**src/rtl/spic_slave.sv**
```systemverilog
// spic_slave: SPI mode-0 responder with a local register file.
//
// Each frame (ss_n low) carries a command word {T, SIZE[1:0], ADDR} followed by
// a data field of 8/16/32 bits. T=1 writes the captured MOSI bits into the low
// bits of reg[ADDR]. T=0 shifts reg[ADDR] out on MISO, MSB first. SIZE=11 is
// reserved and the rest of the frame is ignored.
// All SPI pins are oversampled in the clk domain.
//
// Parameters:
//   DWIDTH      register / maximum data-field width (must be 32)
//   AWIDTH      address width; the register file has 2**AWIDTH words
//
// Ports:
//   clk, rst_n  system clock, asynchronous active-low reset
//   spi_sclk    SPI clock (CPOL=0, CPHA=0)
//   spi_ss_n    slave select, active low
//   spi_mosi    master-out data, MSB first
//   spi_miso    slave-out data, MSB first
//   spi_miso_oe MISO output enable, high only while read data is shifted
//   wr_strobe   one-cycle pulse when a register write commits
//   rd_strobe   one-cycle pulse when read data is loaded for shifting
//   last_addr   address of the most recently decoded command
//   frame_err   one-cycle pulse on an aborted or reserved-size frame
module spic_slave #(
    parameter int DWIDTH = 32,
    parameter int AWIDTH = 4
) (
    input  logic              clk,
    input  logic              rst_n,
    input  logic              spi_sclk,
    input  logic              spi_ss_n,
    input  logic              spi_mosi,
    output logic              spi_miso,
    output logic              spi_miso_oe,
    output logic              wr_strobe,
    output logic              rd_strobe,
    output logic [AWIDTH-1:0] last_addr,
    output logic              frame_err
);

    localparam int CW    = 3 + AWIDTH;
    localparam int CNT_W = 6;
    localparam int NREGS = 2 ** AWIDTH;

    typedef enum logic [2:0] {IDLE, CMD, WDATA, RDATA, DRAIN} state_t;

    state_t state_q, state_d;

    logic [2:0]        sclk_sync;
    logic [2:0]        ss_sync;
    logic [1:0]        mosi_sync;
    logic              sclk_rise, sclk_fall, ss_rise, ss_fall, mosi_bit;

    logic [CNT_W-1:0]  bit_cnt;
    logic [CNT_W-1:0]  n_bits;
    logic [1:0]        size_q;
    logic [CW-2:0]     cmd_sr;
    logic [CW-1:0]     cmd_word;
    logic              cmd_t;
    logic [1:0]        cmd_size;
    logic [AWIDTH-1:0] cmd_addr;
    logic [DWIDTH-2:0] wdata_sr;
    logic [DWIDTH-1:0] wr_word;
    logic [DWIDTH-1:0] wr_mask;
    logic [DWIDTH-1:0] rd_sr;
    logic [DWIDTH-1:0] regs [NREGS];

    logic              cmd_done, wr_done, rd_done, abort;

    function automatic logic [CNT_W-1:0] size_bits(input logic [1:0] sz);
        case (sz)
            2'b00:   return CNT_W'(8);
            2'b01:   return CNT_W'(16);
            default: return CNT_W'(32);
        endcase
    endfunction

    function automatic logic [DWIDTH-1:0] size_mask(input logic [1:0] sz);
        case (sz)
            2'b00:   return {{(DWIDTH-8){1'b0}}, 8'hFF};
            2'b01:   return {{(DWIDTH-16){1'b0}}, 16'hFFFF};
            default: return {DWIDTH{1'b1}};
        endcase
    endfunction

    // Places the low N bits of a register at the top of the shift register.
    function automatic logic [DWIDTH-1:0] left_align(input logic [DWIDTH-1:0] v,
                                                     input logic [1:0] sz);
        case (sz)
            2'b00:   return {v[7:0], {(DWIDTH-8){1'b0}}};
            2'b01:   return {v[15:0], {(DWIDTH-16){1'b0}}};
            default: return v;
        endcase
    endfunction

    // Pin synchronisers. ss_n resets to the "low" level so that a frame
    // already running when reset releases produces no falling edge; the
    // slave only starts on a fresh ss_n fall.
    always_ff @(posedge clk or negedge rst_n) begin
        if (!rst_n) begin
            sclk_sync <= '0;
            ss_sync   <= '0;
            mosi_sync <= '0;
        end else begin
            sclk_sync <= {sclk_sync[1:0], spi_sclk};
            ss_sync   <= {ss_sync[1:0], spi_ss_n};
            mosi_sync <= {mosi_sync[0], spi_mosi};
        end
    end

    assign sclk_rise = sclk_sync[1] & ~sclk_sync[2];
    assign sclk_fall = ~sclk_sync[1] & sclk_sync[2];
    assign ss_rise   = ss_sync[1] & ~ss_sync[2];
    assign ss_fall   = ~ss_sync[1] & ss_sync[2];
    assign mosi_bit  = mosi_sync[1];

    assign cmd_word = {cmd_sr, mosi_bit};
    assign cmd_t    = cmd_word[CW-1];
    assign cmd_size = cmd_word[CW-2:CW-3];
    assign cmd_addr = cmd_word[AWIDTH-1:0];
    assign n_bits   = size_bits(size_q);
    assign wr_mask  = size_mask(size_q);
    assign wr_word  = {wdata_sr, mosi_bit};

    always_ff @(posedge clk or negedge rst_n) begin
        if (!rst_n) begin
            state_q <= IDLE;
        end else begin
            state_q <= state_d;
        end
    end

    always_comb begin
        state_d  = state_q;
        cmd_done = 1'b0;
        wr_done  = 1'b0;
        rd_done  = 1'b0;
        abort    = 1'b0;
        case (state_q)
            IDLE: begin
                if (ss_fall) state_d = CMD;
            end
            CMD: begin
                if (ss_rise) begin
                    state_d = IDLE;
                    abort   = 1'b1;
                end else if (sclk_rise && bit_cnt == CNT_W'(CW-1)) begin
                    cmd_done = 1'b1;
                    if (cmd_size == 2'b11) state_d = DRAIN;
                    else if (cmd_t)        state_d = WDATA;
                    else                   state_d = RDATA;
                end
            end
            WDATA: begin
                if (ss_rise) begin
                    state_d = IDLE;
                    abort   = 1'b1;
                end else if (sclk_rise && bit_cnt == n_bits - CNT_W'(1)) begin
                    wr_done = 1'b1;
                    state_d = DRAIN;
                end
            end
            RDATA: begin
                // Read stays here until the falling edge after the last data
                // bit, so that edge can release MISO.
                if (ss_rise) begin
                    state_d = IDLE;
                    abort   = (bit_cnt < n_bits);
                end else if (sclk_fall && bit_cnt == n_bits) begin
                    rd_done = 1'b1;
                    state_d = DRAIN;
                end
            end
            DRAIN: begin
                if (ss_rise) state_d = IDLE;
            end
            default: state_d = IDLE;
        endcase
    end

    always_ff @(posedge clk or negedge rst_n) begin
        if (!rst_n) begin
            bit_cnt     <= '0;
            size_q      <= '0;
            cmd_sr      <= '0;
            wdata_sr    <= '0;
            rd_sr       <= '0;
            spi_miso    <= 1'b0;
            spi_miso_oe <= 1'b0;
            wr_strobe   <= 1'b0;
            rd_strobe   <= 1'b0;
            frame_err   <= 1'b0;
            last_addr   <= '0;
            for (int i = 0; i < NREGS; i++) regs[i] <= '0;
        end else begin
            wr_strobe <= 1'b0;
            rd_strobe <= 1'b0;
            frame_err <= 1'b0;

            if (state_q == IDLE && ss_fall) bit_cnt <= '0;

            if (state_q == CMD && sclk_rise) begin
                cmd_sr  <= cmd_word[CW-2:0];
                bit_cnt <= bit_cnt + CNT_W'(1);
            end

            if (cmd_done) begin
                bit_cnt   <= '0;
                size_q    <= cmd_size;
                last_addr <= cmd_addr;
                if (cmd_size == 2'b11) begin
                    frame_err <= 1'b1;
                end else if (!cmd_t) begin
                    rd_sr     <= left_align(regs[cmd_addr], cmd_size);
                    rd_strobe <= 1'b1;
                end
            end

            if (state_q == WDATA && sclk_rise) begin
                wdata_sr <= wr_word[DWIDTH-2:0];
                bit_cnt  <= bit_cnt + CNT_W'(1);
            end

            // Only the low N bits are replaced; upper bits keep their value.
            if (wr_done) begin
                regs[last_addr] <= (regs[last_addr] & ~wr_mask) | (wr_word & wr_mask);
                wr_strobe       <= 1'b1;
            end

            if (state_q == RDATA && sclk_rise) bit_cnt <= bit_cnt + CNT_W'(1);

            if (state_q == RDATA && sclk_fall && !ss_rise) begin
                if (rd_done) begin
                    spi_miso    <= 1'b0;
                    spi_miso_oe <= 1'b0;
                end else begin
                    spi_miso    <= rd_sr[DWIDTH-1];
                    rd_sr       <= {rd_sr[DWIDTH-2:0], 1'b0};
                    spi_miso_oe <= 1'b1;
                end
            end

            if (ss_rise) begin
                spi_miso    <= 1'b0;
                spi_miso_oe <= 1'b0;
            end

            if (abort) frame_err <= 1'b1;
        end
    end

endmodule

```
**config.mk**
```make
export PLATFORM = sky130hd
export DESIGN_NAME = spic_slave
export DESIGN_NICKNAME = d
export VERILOG_FILES = /design/src/rtl/spic_slave.sv
export SDC_FILE = /design/constraint.sdc
export NUM_CORES = 1
export LEC_CHECK = 0
export ABC_CLOCK_PERIOD_IN_PS = 3600
export BUFFER_PORTS_ARGS = -buffer_cell sky130_fd_sc_hd__clkbuf_2
export CORE_UTILIZATION = 55
export DETAILED_ROUTE_END_ITERATION = 16
export GPL_TIMING_DRIVEN = 0
export PLACE_DENSITY_LB_ADDON = 0.1
export SKIP_CTS_REPAIR_TIMING = 1
export SLEW_MARGIN = 20
export SYNTH_ARGS = -nofsm -noshare
export SYNTH_HDL_FRONTEND = slang
export SYNTH_SLANG_ARGS = --single-unit
export TNS_END_PERCENT = 50
```
**constraint.sdc**
```tcl
create_clock -name clk -period 3.6 [get_ports clk]
set_clock_uncertainty 0.15 [all_clocks]
set_input_delay 0.36 -clock clk [delete_from_list [all_inputs] [get_ports clk]]
set_output_delay 0.36 -clock clk [all_outputs]
set_load 0.1 [all_outputs]
```
**Word level (Yosys, flattened, before mapping)**

Cells that the tools add are included.

- Equality and inequality tests: 15
- Bitwise logic cells: 14
- $lt $le $gt $ge: 4
- Reduce and logical (&&, ||, !) cells: 18
- Add/subtract/negate cells: 2
- Multiplexer cells: 58

Operator list:

| kind | count |
|---|---|
| 512-bit bitwise mux | 1 |
| 32-bit two-way mux | 10 |
| 32-bit binary-select mux with 4-bit select | 2 |
| 32-bit demux with 4-bit select | 1 |
| 32-bit one-hot mux with 2 select lines | 2 |
| 32-bit bitwise AND | 2 |
| 32-bit NOT | 1 |
| 32-bit OR | 1 |
| 6-bit two-way mux | 5 |
| 3-bit two-way mux | 9 |
| 1-bit two-way mux | 25 |
| 3-bit one-hot mux with 5 select lines | 1 |
| 6-bit == test | 2 |
| 6-bit one-hot mux with 2 select lines | 1 |
| 5-bit greater-or-equal comparator, second input constant | 2 |
| 1-bit logical AND | 10 |
| 4-bit NOT with 5-bit output | 2 |
| 3-bit != test, second input constant | 3 |
| 6-bit by 1-bit adder with 6-bit output, second input constant | 1 |
| 3-bit by 2-bit == test with 1-bit output, second input constant | 2 |
| 6-bit by 3-bit == test with 1-bit output, second input constant | 1 |
| 6-bit less-than comparator | 1 |
| 6-bit by 1-bit subtractor with 6-bit output, second input constant | 1 |
| 5-bit by 1-bit less-than comparator with 1-bit output, second input constant | 1 |
| 15 further kinds | 24 |

- Output and inout port bits: 9
- Word-level logic and storage cells: 142
- Bits of input ports: 5
- Register bits after elaboration: 609

**Longest topological paths before layout**

Gate-level depths: netlist of the first run.

- Depth after elaboration: 10
- Mapped depth: 15
- Depth with buffers taken out: 9

**Least setup slack after synthesis of the first run**

OpenSTA, ideal clock, no wires.

- Kind: register -> register
- Start point: register size_q[1]
- End point: register regs[128] (netlist bit)
- Stages on the path, launching flop included: 14
- Required time: 3.325 ns
- Arrival: 3.482 ns
- Path buffers: 5
- Setup slack: -0.157 ns
- Setup time: 0.125 ns
- Clock period less this slack: 3.757 ns
- Cell sequence: dfrtp_1 > clkbuf_1 > inv_2 > buf_2 > nand2_1 > ha_1 > xnor3_1 > nand4_1 > or2_1 > buf_6 > buf_6 > nor3_2 > buf_4 > mux2_2

- Cells in the longest elaborated chain, start to end: 8
- Elaborated cells on any way between the ends: 9
- Classes of those cells: 1 x add/sub; 2 x eq/ne; 4 x mux; 2 x reduce/logical

RTL lines:

| item | RTL line | text |
|---|---|---|
| start: declaration | 56 | `logic [1:0] size_q;` |
| start signal: assignment | 209 | `size_q <= cmd_size;` |
| 2-bit by 1-bit == test with 1-bit output or 2-bit zero test (tied branches) | 71 | `case (sz)` |
| 6-bit one-hot mux with 2 select lines * | 71 |  |
| 6-bit by 1-bit subtractor with 6-bit output * | 158 | `end else if (sclk_rise && bit_cnt == n_bits - CNT_W'(1)) begin` |
| 6-bit == test * | 158 |  |
| 1-bit logical AND * | 158 |  |
| 1-bit two-way mux * | 158 |  |
| 1-bit two-way mux * | 155 | `if (ss_rise) begin` |
| 1-bit two-way mux * | 139 | `case (state_q)` |
| end signal: indexed assignment | 226 | `regs[last_addr] <= (regs[last_addr] & ~wr_mask) \| (wr_word & wr_mask);` |
| end: declaration | 66 | `logic [DWIDTH-1:0] regs [NREGS];` |

Mark *: on every way between the ends. The rest lies on a longest branch, timed or not.
A chain may end at the register's enable or synchronous reset.

**Final worst setup path of the first run**

- Start point: register cmd_sr[1]
- End point: register rd_sr[26]

- Cells in the longest elaborated chain, start to end: 10

RTL lines:

| item | RTL line | text |
|---|---|---|
| start: declaration | 57 | `logic [CW-2:0] cmd_sr;` |
| start signal: assignment | 203 | `cmd_sr <= cmd_word[CW-2:0];` |
| 4-bit NOT with 5-bit output (not written as such) * | 214 | `rd_sr <= left_align(regs[cmd_addr], cmd_size);` |
| 32-bit binary-select mux with 4-bit select * | 214 |  |
| 32-bit two-way mux (not written as such) * (2 in series) | 214 |  |
| 32-bit one-hot mux with 2 select lines * | 89 | `case (sz)` |
| 32-bit two-way mux * | 213 | `end else if (!cmd_t) begin` |
| 32-bit two-way mux * | 211 | `if (cmd_size == 2'b11) begin` |
| 32-bit two-way mux * | 207 | `if (cmd_done) begin` |
| 32-bit two-way mux | 233 | `if (rd_done) begin` |
| 32-bit two-way mux * | 232 | `if (state_q == RDATA && sclk_fall && !ss_rise) begin` |
| end signal: assignment | 214 |  |
| end signal: assignment | 238 | `rd_sr <= {rd_sr[DWIDTH-2:0], 1'b0};` |
| end: declaration | 65 | `logic [DWIDTH-1:0] rd_sr;` |

Mark *: on every way between the ends. The rest lies on a longest branch, timed or not. The select of a mux whose other input is x is not followed.

==> results of run 1 <==
[flip-flops by register name, summed over array words and instances, names as in the netlist]
register / count
bit_cnt: 6
cmd_sr: 6
frame_err: 1
last_addr: 4
mosi_sync: 2
rd_sr: 32
rd_strobe: 1
regs: 512
sclk_sync: 3
size_q: 2
spi_miso: 1
spi_miso_oe: 1
ss_sync: 3
state_q: 3
wdata_sr: 31
wr_strobe: 1
[through the flow]
step	area (µm²)	hold slack [ns]	TNS (ns)	std cells
global route	36200	0.123	-29.54	3445
global placement	32400	0.184	-7776.83	3247
CTS	34900	-0.490	-632.05	3376
floorplan	31400	-0.0856	0	2478
finish	36200	0.0848	-8.90	3446
detailed placement	32600	0.153	-616.06	3255
[Yosys cell counts, types with 3 or more instances]
cell type / instances / area share (%)
sky130_fd_sc_hd__clkbuf_1: 51 / 0.61
sky130_fd_sc_hd__and3_1: 6 / 0.12
sky130_fd_sc_hd__buf_2: 89 / 1.4
sky130_fd_sc_hd__a21oi_2: 191 / 5.3
sky130_fd_sc_hd__nor2_4: 5 / 0.18
sky130_fd_sc_hd__and2_1: 3 / 0.060
sky130_fd_sc_hd__a31oi_1: 20 / 0.40
sky130_fd_sc_hd__nor3_2: 4 / 0.13
sky130_fd_sc_hd__buf_4: 26 / 0.62
sky130_fd_sc_hd__a21oi_1: 217 / 3.5
sky130_fd_sc_hd__a32oi_1: 4 / 0.11
sky130_fd_sc_hd__nand2_1: 90 / 1.1
sky130_fd_sc_hd__o211ai_1: 4 / 0.096
sky130_fd_sc_hd__o221ai_1: 3 / 0.084
sky130_fd_sc_hd__buf_1: 19 / 0.23
sky130_fd_sc_hd__nor3_1: 7 / 0.11
sky130_fd_sc_hd__nor4_4: 3 / 0.20
sky130_fd_sc_hd__nor2_1: 430 / 5.1
sky130_fd_sc_hd__a22oi_1: 19 / 0.45
sky130_fd_sc_hd__mux2i_1: 41 / 1.3
sky130_fd_sc_hd__dfrtp_1: 609 / 49
sky130_fd_sc_hd__and3b_1: 4 / 0.11
sky130_fd_sc_hd__nor3_4: 8 / 0.41
sky130_fd_sc_hd__ha_1: 7 / 0.28
sky130_fd_sc_hd__a221oi_1: 9 / 0.25
sky130_fd_sc_hd__o22ai_1: 4 / 0.080
sky130_fd_sc_hd__nand3_1: 20 / 0.32
sky130_fd_sc_hd__nor2b_1: 11 / 0.22
sky130_fd_sc_hd__mux4_2: 244 / 17
sky130_fd_sc_hd__buf_6: 40 / 1.4
sky130_fd_sc_hd__inv_1: 11 / 0.13
sky130_fd_sc_hd__o221a_2: 3 / 0.11
sky130_fd_sc_hd__mux2i_4: 24 / 1.7
sky130_fd_sc_hd__mux2_2: 167 / 6.0
sky130_fd_sc_hd__o21ai_0: 34 / 0.54
sky130_fd_sc_hd__nand4_1: 6 / 0.12
sky130_fd_sc_hd__nand2b_1: 7 / 0.14
[layout make-up]
class	instances	area share, %
timing repair buffer	91	2.64
antenna	1	0.00691
buffer	225	5.07
inverter	14	0.218
clock buffer	103	5.65
tap	756	2.61
clock inverter	18	0.681
multi-input combinational	1629	41.0
sequential	609	42.1
[how the worst min path moves through the flow]
stage	from	end	slack (ns)	cells past startpoint
after floorplan	rst_n	bit_cnt[0]	-0.09	0
after global placement	sclk_sync[0]	sclk_sync[1]	0.18	0
after detailed placement	rst_n	ss_sync[1]	0.15	1
after CTS	rst_n	ss_sync[1]	-0.49	1
after global routing	rst_n	state_q[2]	0.12	2
final	rst_n	ss_sync[1]	0.08	2
[power groups by stage]
stage	Combinational [µW]	Clock (µW)	Sequential [µW]
final	2980	7270	7240
after global routing	3060	7570	7270
after CTS	2830	7290	7240
after detailed placement	2830	0	7360
after global placement	2760	0	7370
after floorplan	1500	0	7340
[worst max-delay path, stage by stage, from the launching register on]
cell	delay [ns]
sky130_fd_sc_hd__dfrtp_1	0.31
sky130_fd_sc_hd__buf_2	0.22
sky130_fd_sc_hd__buf_2	0.39
sky130_fd_sc_hd__clkbuf_2	0.56
sky130_fd_sc_hd__buf_1	0.79
sky130_fd_sc_hd__o21ai_0	0.70
sky130_fd_sc_hd__a221oi_1	0.46
sky130_fd_sc_hd__a31oi_1	0.13
[cell usage in the layout (no fill, tap or decap), types with 10 or more instances in the layout]
master                        n
sky130_fd_sc_hd__buf_2       29
sky130_fd_sc_hd__a31oi_1     20
sky130_fd_sc_hd__clkbuf_16   71
sky130_fd_sc_hd__nor2_1     429
sky130_fd_sc_hd__clkbuf_8    16
sky130_fd_sc_hd__clkinv_2    10
sky130_fd_sc_hd__buf_4       78
sky130_fd_sc_hd__buf_12      13
sky130_fd_sc_hd__buf_8       14
sky130_fd_sc_hd__mux2i_4     24
sky130_fd_sc_hd__a22oi_1     18
sky130_fd_sc_hd__nor3_4      13
sky130_fd_sc_hd__dfrtp_1    609
sky130_fd_sc_hd__inv_1       11
sky130_fd_sc_hd__buf_6       85
sky130_fd_sc_hd__nand3_1     20
sky130_fd_sc_hd__clkbuf_2    25
sky130_fd_sc_hd__nand2_1     90
sky130_fd_sc_hd__o21ai_0     32
sky130_fd_sc_hd__mux4_2     244
sky130_fd_sc_hd__clkbuf_1    56
sky130_fd_sc_hd__a21oi_1    217
sky130_fd_sc_hd__mux2i_1     39
sky130_fd_sc_hd__a21oi_2    191
sky130_fd_sc_hd__buf_1       12
sky130_fd_sc_hd__nor2b_1     11
sky130_fd_sc_hd__mux2_2     167
[metal layers]
metal	routed length, µm	vias to the layer above	global-route usage [%]	share of wire [%]
met2	49900	1694	57.8	44
li1	-	9370	-	-
met1	41700	12300	52.1	37
met3	14100	403	11.7	13
met4	6770	2	21.4	6.0
met5	136	-	1.68	0.12
[cell families (layout without fill, tap and decap cells)]
family	Yosys count	in the layout	share of synthesized area (%)
other	0	1	0
multiplexers	478	478	26.6
adder cells (fa/ha/maj)	7	7	0.279
buffers and inverters	240	451	4.50
XOR/XNOR	2	2	0.0996
flip-flops	609	609	48.5
AND/OR/NAND/NOR	620	620	8.76
AO/OA/AOI/OAI	522	522	11.3
==> results.md, run 1 <==
Yosys:
- In this run the cell area of the synthesized design comes to 31400 µm².
- The number of different library cells used by synthesis comes to 65.
- Synthesis produced 2478 cells.
- The mean instance size in the synthesized netlist is 12.7 µm².
- The synthesized design contains 609 register bits.
- The async set or reset register ratio after synthesis is 100%.
- The total nets after synthesis is 2490.
- The most frequently used flop master after synthesis is sky130_fd_sc_hd__dfrtp_1.
- The share of synthesized area occupied by flip-flops and latches is 48.5%.
- During synthesis, Yosys emitted a total of 0 warnings.
- The number of flops mapped to enable cells by yosys is 0.

Detailed routing:
- The via count is 23700.
- The wire length after detailed routing is 113000 µm.
- The per-cell routed wire length is 32.7 µm.
- After detailed routing, the number of vias per cell comes to 6.89.
- After detailed routing, the number of remaining DRC violations is 0.
- The iteration-0 DRC count of the detailed router is 3092.
- The pre-antenna-repair detailed-routing pass consisted of 6 iterations.
- The number of routed nets with antenna violations is 0.

Setup path:
- The category of the most critical setup path is register to register.
- In this run the critical register-to-register path is launched from cmd_sr[1].
- The biggest fanout along the worst timing path is 10.
- The end point of the critical path is rd_sr[26].
- For the worst setup path, the data required time is 3.94 ns.
- STA puts the critical path data arrival time at 4.24 ns.
- STA classifies the critical path endpoint as a register.
- STA classifies the critical path startpoint as a register.
- The reg2reg setup slack is -0.30 ns.
- The endpoint identified for the worst register-to-register timing path is rd_sr[26].
- In this run the worst setup path begins at cmd_sr[1].
- The logic depth of the worst register-to-register path is 7.

Cells and area:
- Once layout is complete, the utilization of the core stands at 64.2%.
- The final layout contains 2650 nets.
- In the final layout, the share of cells above drive strength 1 is 38.3%.
- The register cell area after layout is 15200 µm².
- The area growth from synthesis to layout is 15.2%.
- The fill cell total of the finished layout is 4353.
- In the final layout, the multi-input gates occupy 14800 µm².

Placement:
- The HPWL after detailed placement is 75000 µm.
- Routability-driven placement finished with a final weighted congestion of 0.966.
- The worst setup slack after placement is -1.66 ns.
- The number of I/O port buffers is 13.

Pwr:
- The power per cell area is 483 nW/µm².
- The switching power summed over all nets is 5270 µW.
- Across the VDD grid, the largest voltage drop is 429 µV.
- The internal portion of total power is 12200 µW.
- For this design the static power due to leakage is 0.0159 µW.
- The overall power consumption is 17500 µW.
- The clock share of power is 41.6%.
- The switching power share of the total is 30.1%.
- The share of total power dissipated in sequential elements is 41.4%.
- The fraction of power consumed by combinational cells is 17.0%.

Floorplan:
- In this run the count of I/O pins placed on the die edge is 14.
- The core region area is 56400 µm².
- The floorplan has 87 rows.
- The die is 241 µm wide.
- The area enclosed by the die boundary is 58100 µm².
- Once the floorplan was initialized, standard cells occupied 55.7% of the core.
- The die is 241 µm tall.

GRT:
- The number of global-route vias before repair is 23300.
- Global routing used 39.2% of the available tracks across all layers.
- The initial antenna violation count was 1.
- The first-pass GRT wire length is 159000 µm.
- The total overflow left after global routing is 0.
- Entering global routing, the biggest net connects 96 pins.

Timing:
- The final setup slack of the worst path is -0.302 ns.
- Setup violations remaining at the end of the flow were counted as 157.
- The relative slew slack is 14.2%.
- The final number of max-transition violations is 0.
- The post-route fraction of the period consumed by the critical path is 108%.
- Setup repair after global routing could not meet its margin everywhere.
- The number of hold-slack violations in the final timing report is 0.
- Derived from the worst setup path, the maximum achievable clock frequency is 256 MHz.
- The slew at the pin closest to its max-slew limit is 1.29 ns.
- Counting I/O delays and the setup requirement, the final critical path takes 3.90 ns.

Worst hold path:
- The tightest min-delay check is of the input pin to asynchronous set/reset pin type.

Flow run:
- The number of max-cap violations is 0.

Clocking:
- Clock-pin slew was measured on the worst setup and hold paths at 0.06 ns.
- The tree is rooted in a sky130_fd_sc_hd__clkbuf_16.
- Clock tree synthesis found a total of 609 sinks.
- The maximum number of buffers from clock root to sink is 3.
- The latest clock arrival within the worst-skew pair is 0.62 ns.
- The CTS buffer count is 68.
- The H-tree was split into 3 levels.
- The CTS tree is done.

Outcome:
- The checks that failed: negative setup slack.
- The flow ran to the end, but the final reports show violations.
Power figures use the tool's default switching activity.
==> inputs of run 2 (changes only) <==
--- a/config.mk
+++ b/config.mk
@@ -5,7 +5,7 @@
 export SDC_FILE = /design/constraint.sdc
 export NUM_CORES = 1
 export LEC_CHECK = 0
-export ABC_CLOCK_PERIOD_IN_PS = 3600
+export ABC_CLOCK_PERIOD_IN_PS = 4100
 export BUFFER_PORTS_ARGS = -buffer_cell sky130_fd_sc_hd__clkbuf_2
 export CORE_UTILIZATION = 55
 export DETAILED_ROUTE_END_ITERATION = 16
==> constraint.sdc (replaced) <==
create_clock -name clk -period 4.1 [get_ports clk]
set_clock_uncertainty 0.15 [all_clocks]
set_input_delay 0.41 -clock clk [delete_from_list [all_inputs] [get_ports clk]]
set_output_delay 0.41 -clock clk [all_outputs]
set_load 0.1 [all_outputs]
==> run 2 against run 1 <==
Net effect: the flow still finishes with violations (negative setup slack); worst setup slack better by 0.17 ns; critical path depth is the same; register-to-register slack improved by 0.17 ns; cell count shrank 1.5%; sequential power decreased by 12%; power down 14%; largest cell class unchanged.
==> results.md, run 2 (synthesis results as in run 1) <==
Outcome:
- The run finished, with violations left.
- The final reports fail on negative setup slack.

Cells and area:
- The core occupancy in the finished layout is 62.5%.
- The library cell used most frequently in the layout, excluding fill and tap cells, is sky130_fd_sc_hd__dfrtp_1.
- The largest registers in the layout are regs (512), rd_sr (32), wdata_sr (31).
- The post-route cell area is 35200 µm².
- After the flow finishes, the layout carries non-filler instances totaling 3396.
- More flip-flops sit in one register than any other, and that register is regs.
- The area growth from synthesis to layout is 12.1%.
- The library cells used most frequently in the layout, excluding fill and tap cells, are sky130_fd_sc_hd__dfrtp_1 (609), sky130_fd_sc_hd__nor2_1 (429), sky130_fd_sc_hd__mux4_2 (244).
- The number of flip-flops under the largest register name is 512.
- The post-route netlist has 36.7% of its cells at a drive strength greater than 1.
- For this run, the post-layout net count is 2603.

Pwr:
- The analysis attributes to cell leakage a power of 0.0154 µW.
- In this run, flip-flops and latches consume 42.1% of the power.
- The clock network is responsible for 40.6% of the overall power.
- The switching power summed over all nets is 4620 µW.
- The fraction of power consumed by combinational cells is 17.3%.
- The peak ir drop on the vdd network is 396 µV.
- The internal portion of total power is 10500 µW.
- The design draws 15100 µW.
- The power per cell area is 429 nW/µm².
- Net switching is 30.6% of the power.

Setup path:
- The data required time of the worst path is 4.50 ns.
- The arrival time of the worst setup path is 4.64 ns.
- The worst setup path is launched from a register.
- The critical path is of the register to register type.
- The critical path endpoint category is a register.
- The biggest fanout along the worst timing path is 10.

Clocking:
- The CTS buffer count is 67.
- CTS built an H-tree with a depth of 3.
- Clock-pin slew was measured on the worst setup and hold paths at 0.06 ns.
- Counting along the longest clock path gives a buffer depth of 3.
- The root buffer cell chosen for the clock tree is sky130_fd_sc_hd__clkbuf_16.
- Clock tree synthesis found a total of 609 sinks.
- The CTS tree is done.
- The clock reaches the later pin of the worst-skew pair after 0.62 ns.

GRT:
- The first global-routing pass estimated 160000 µm of wire.
- The global-route usage over all layers is 39.3%.
- The initial antenna violation count was 4.
- The total overflow left after global routing is 0.
- The maximum number of pins on one net before global-route repair is 90.
- The number of global-route vias before repair is 23100.

Placement:
- The standard cell area after detailed placement is 32600 µm².
- The congestion estimate from routability-driven global placement came to 0.948.
- The number of I/O port buffers is 13.
- Summed over all nets, the half-perimeter wirelength after detailed placement is 74300 µm.
- The total instance count after detailed placement is 3254.

Timing:
- The relative slew slack is 15.8%.
- The worst path in the final design needs a cycle of 4.24 ns, including I/O delays and setup.
- The number of hold-slack violations in the final timing report is 0.
- Setup repair after global routing could not meet its margin everywhere.
- The final setup slack of the worst path is -0.135 ns.
- At the pin with the least slew margin, the transition time is 1.26 ns.
- The fmax is 236 MHz.
- Setup violations remaining at the end of the flow were counted as 3.
- The hold slack is 0.196 ns.
- The final number of max-transition violations is 0.
- The post-route fraction of the period consumed by the critical path is 103%.

Detailed routing:
- The wire length after detailed routing is 111000 µm.
- The via count is 23400.
- The count of unresolved DRC violations after routing is 0.
- The per-cell routed wire length is 32.7 µm.
- The iteration-0 DRC count of the detailed router is 3222.
- Dividing the detail-routed via count by the number of cells gives 6.88.
- The length of the first detailed-routing pass in iterations is 6.
- The number of routed nets with antenna violations is 0.

Floorplan:
- The overall die width is 241 µm.
- In this run the standard cell core region covers 56400 µm².
- The chip height is 241 µm.
- The floorplan has 87 rows.
- The area enclosed by the die boundary is 58100 µm².
- The initial utilization of the core area, before any placement, comes to 55.7%.
- The I/O pin count is 14.

Flow run:
- Max-cap violations in this run came to 0.

Worst hold path:
- The type of the most critical hold path is register to register.
run 2: changes by cell type in the layout (fill, tap and decap cells not counted), sizes merged:
cell           before  now
buf               238  164
clkinv             11   15
clkbuf            176  198
clkdlybuf4s15       1    0
clkinvlp            1    2
bufinv              7    5
run 2: layout make-up:
type | instances | area (µm²)
inverter | 14 | 78.8
antenna | 1 | 2.50
fill | 4407 | 21200
buffer | 226 | 1530
timing repair buffer | 44 | 457
tap | 756 | 946
clock inverter | 21 | 214
clock buffer | 96 | 1960
multi-input combinational | 1629 | 14800
sequential | 609 | 15200
run 2: worst paths after layout:
| kind | from | to | slack (ns) | depth (start not counted) |
|---|---|---|---|---|
| max | cmd_sr[2] | rd_sr[25] | -0.14 | 7 |
| min | sclk_sync[0] | sclk_sync[1] | 0.20 | 0 |
| max reg2reg | cmd_sr[2] | rd_sr[25] | -0.14 | 7 |
| min reg2reg | sclk_sync[0] | sclk_sync[1] | 0.20 | 0 |
| max in group asynchronous | rst_n | regs[176] | 2.00 | 5 |
| min in group asynchronous | rst_n | sclk_sync[1] | 0.23 | 2 |
run 2: per-stage QoR:
step                worst slack, ns  setup TNS (ns)
floorplan                     0.343               0
global placement             -11.45        -7365.15
detailed placement            -1.31         -443.85
CTS                           -1.34         -454.84
global route                -0.0823          -0.609
finish                       -0.135          -0.304
run 2: power groups by stage:
stage / combinational, µW / sequential [µW] / clock (µW)
floorplan: 1320 / 6450 / 0
global placement: 2440 / 6460 / 0
detailed placement: 2500 / 6460 / 0
CTS: 2510 / 6350 / 6130
global route: 2660 / 6380 / 6380
finish: 2620 / 6360 / 6120
run 2: worst max-delay path, stage by stage (launching register included):
cell and delay, ns:
sky130_fd_sc_hd__dfrtp_1 0.51, sky130_fd_sc_hd__clkbuf_1 0.73, sky130_fd_sc_hd__clkbuf_2 0.57, sky130_fd_sc_hd__buf_1 0.79
sky130_fd_sc_hd__mux2i_2 0.71, sky130_fd_sc_hd__mux2i_1 0.14, sky130_fd_sc_hd__o221ai_1 0.29, sky130_fd_sc_hd__o221a_2 0.25
run 2: per-layer routing:
metal  track usage, %  vias to the layer above  wire (µm)
met5                0                        -         13
met4             21.3                        2       6900
met3             12.0                      402      14200
met2             57.6                     1621      48600
met1             52.6                    12100      41400
li1                 -                     9275          -
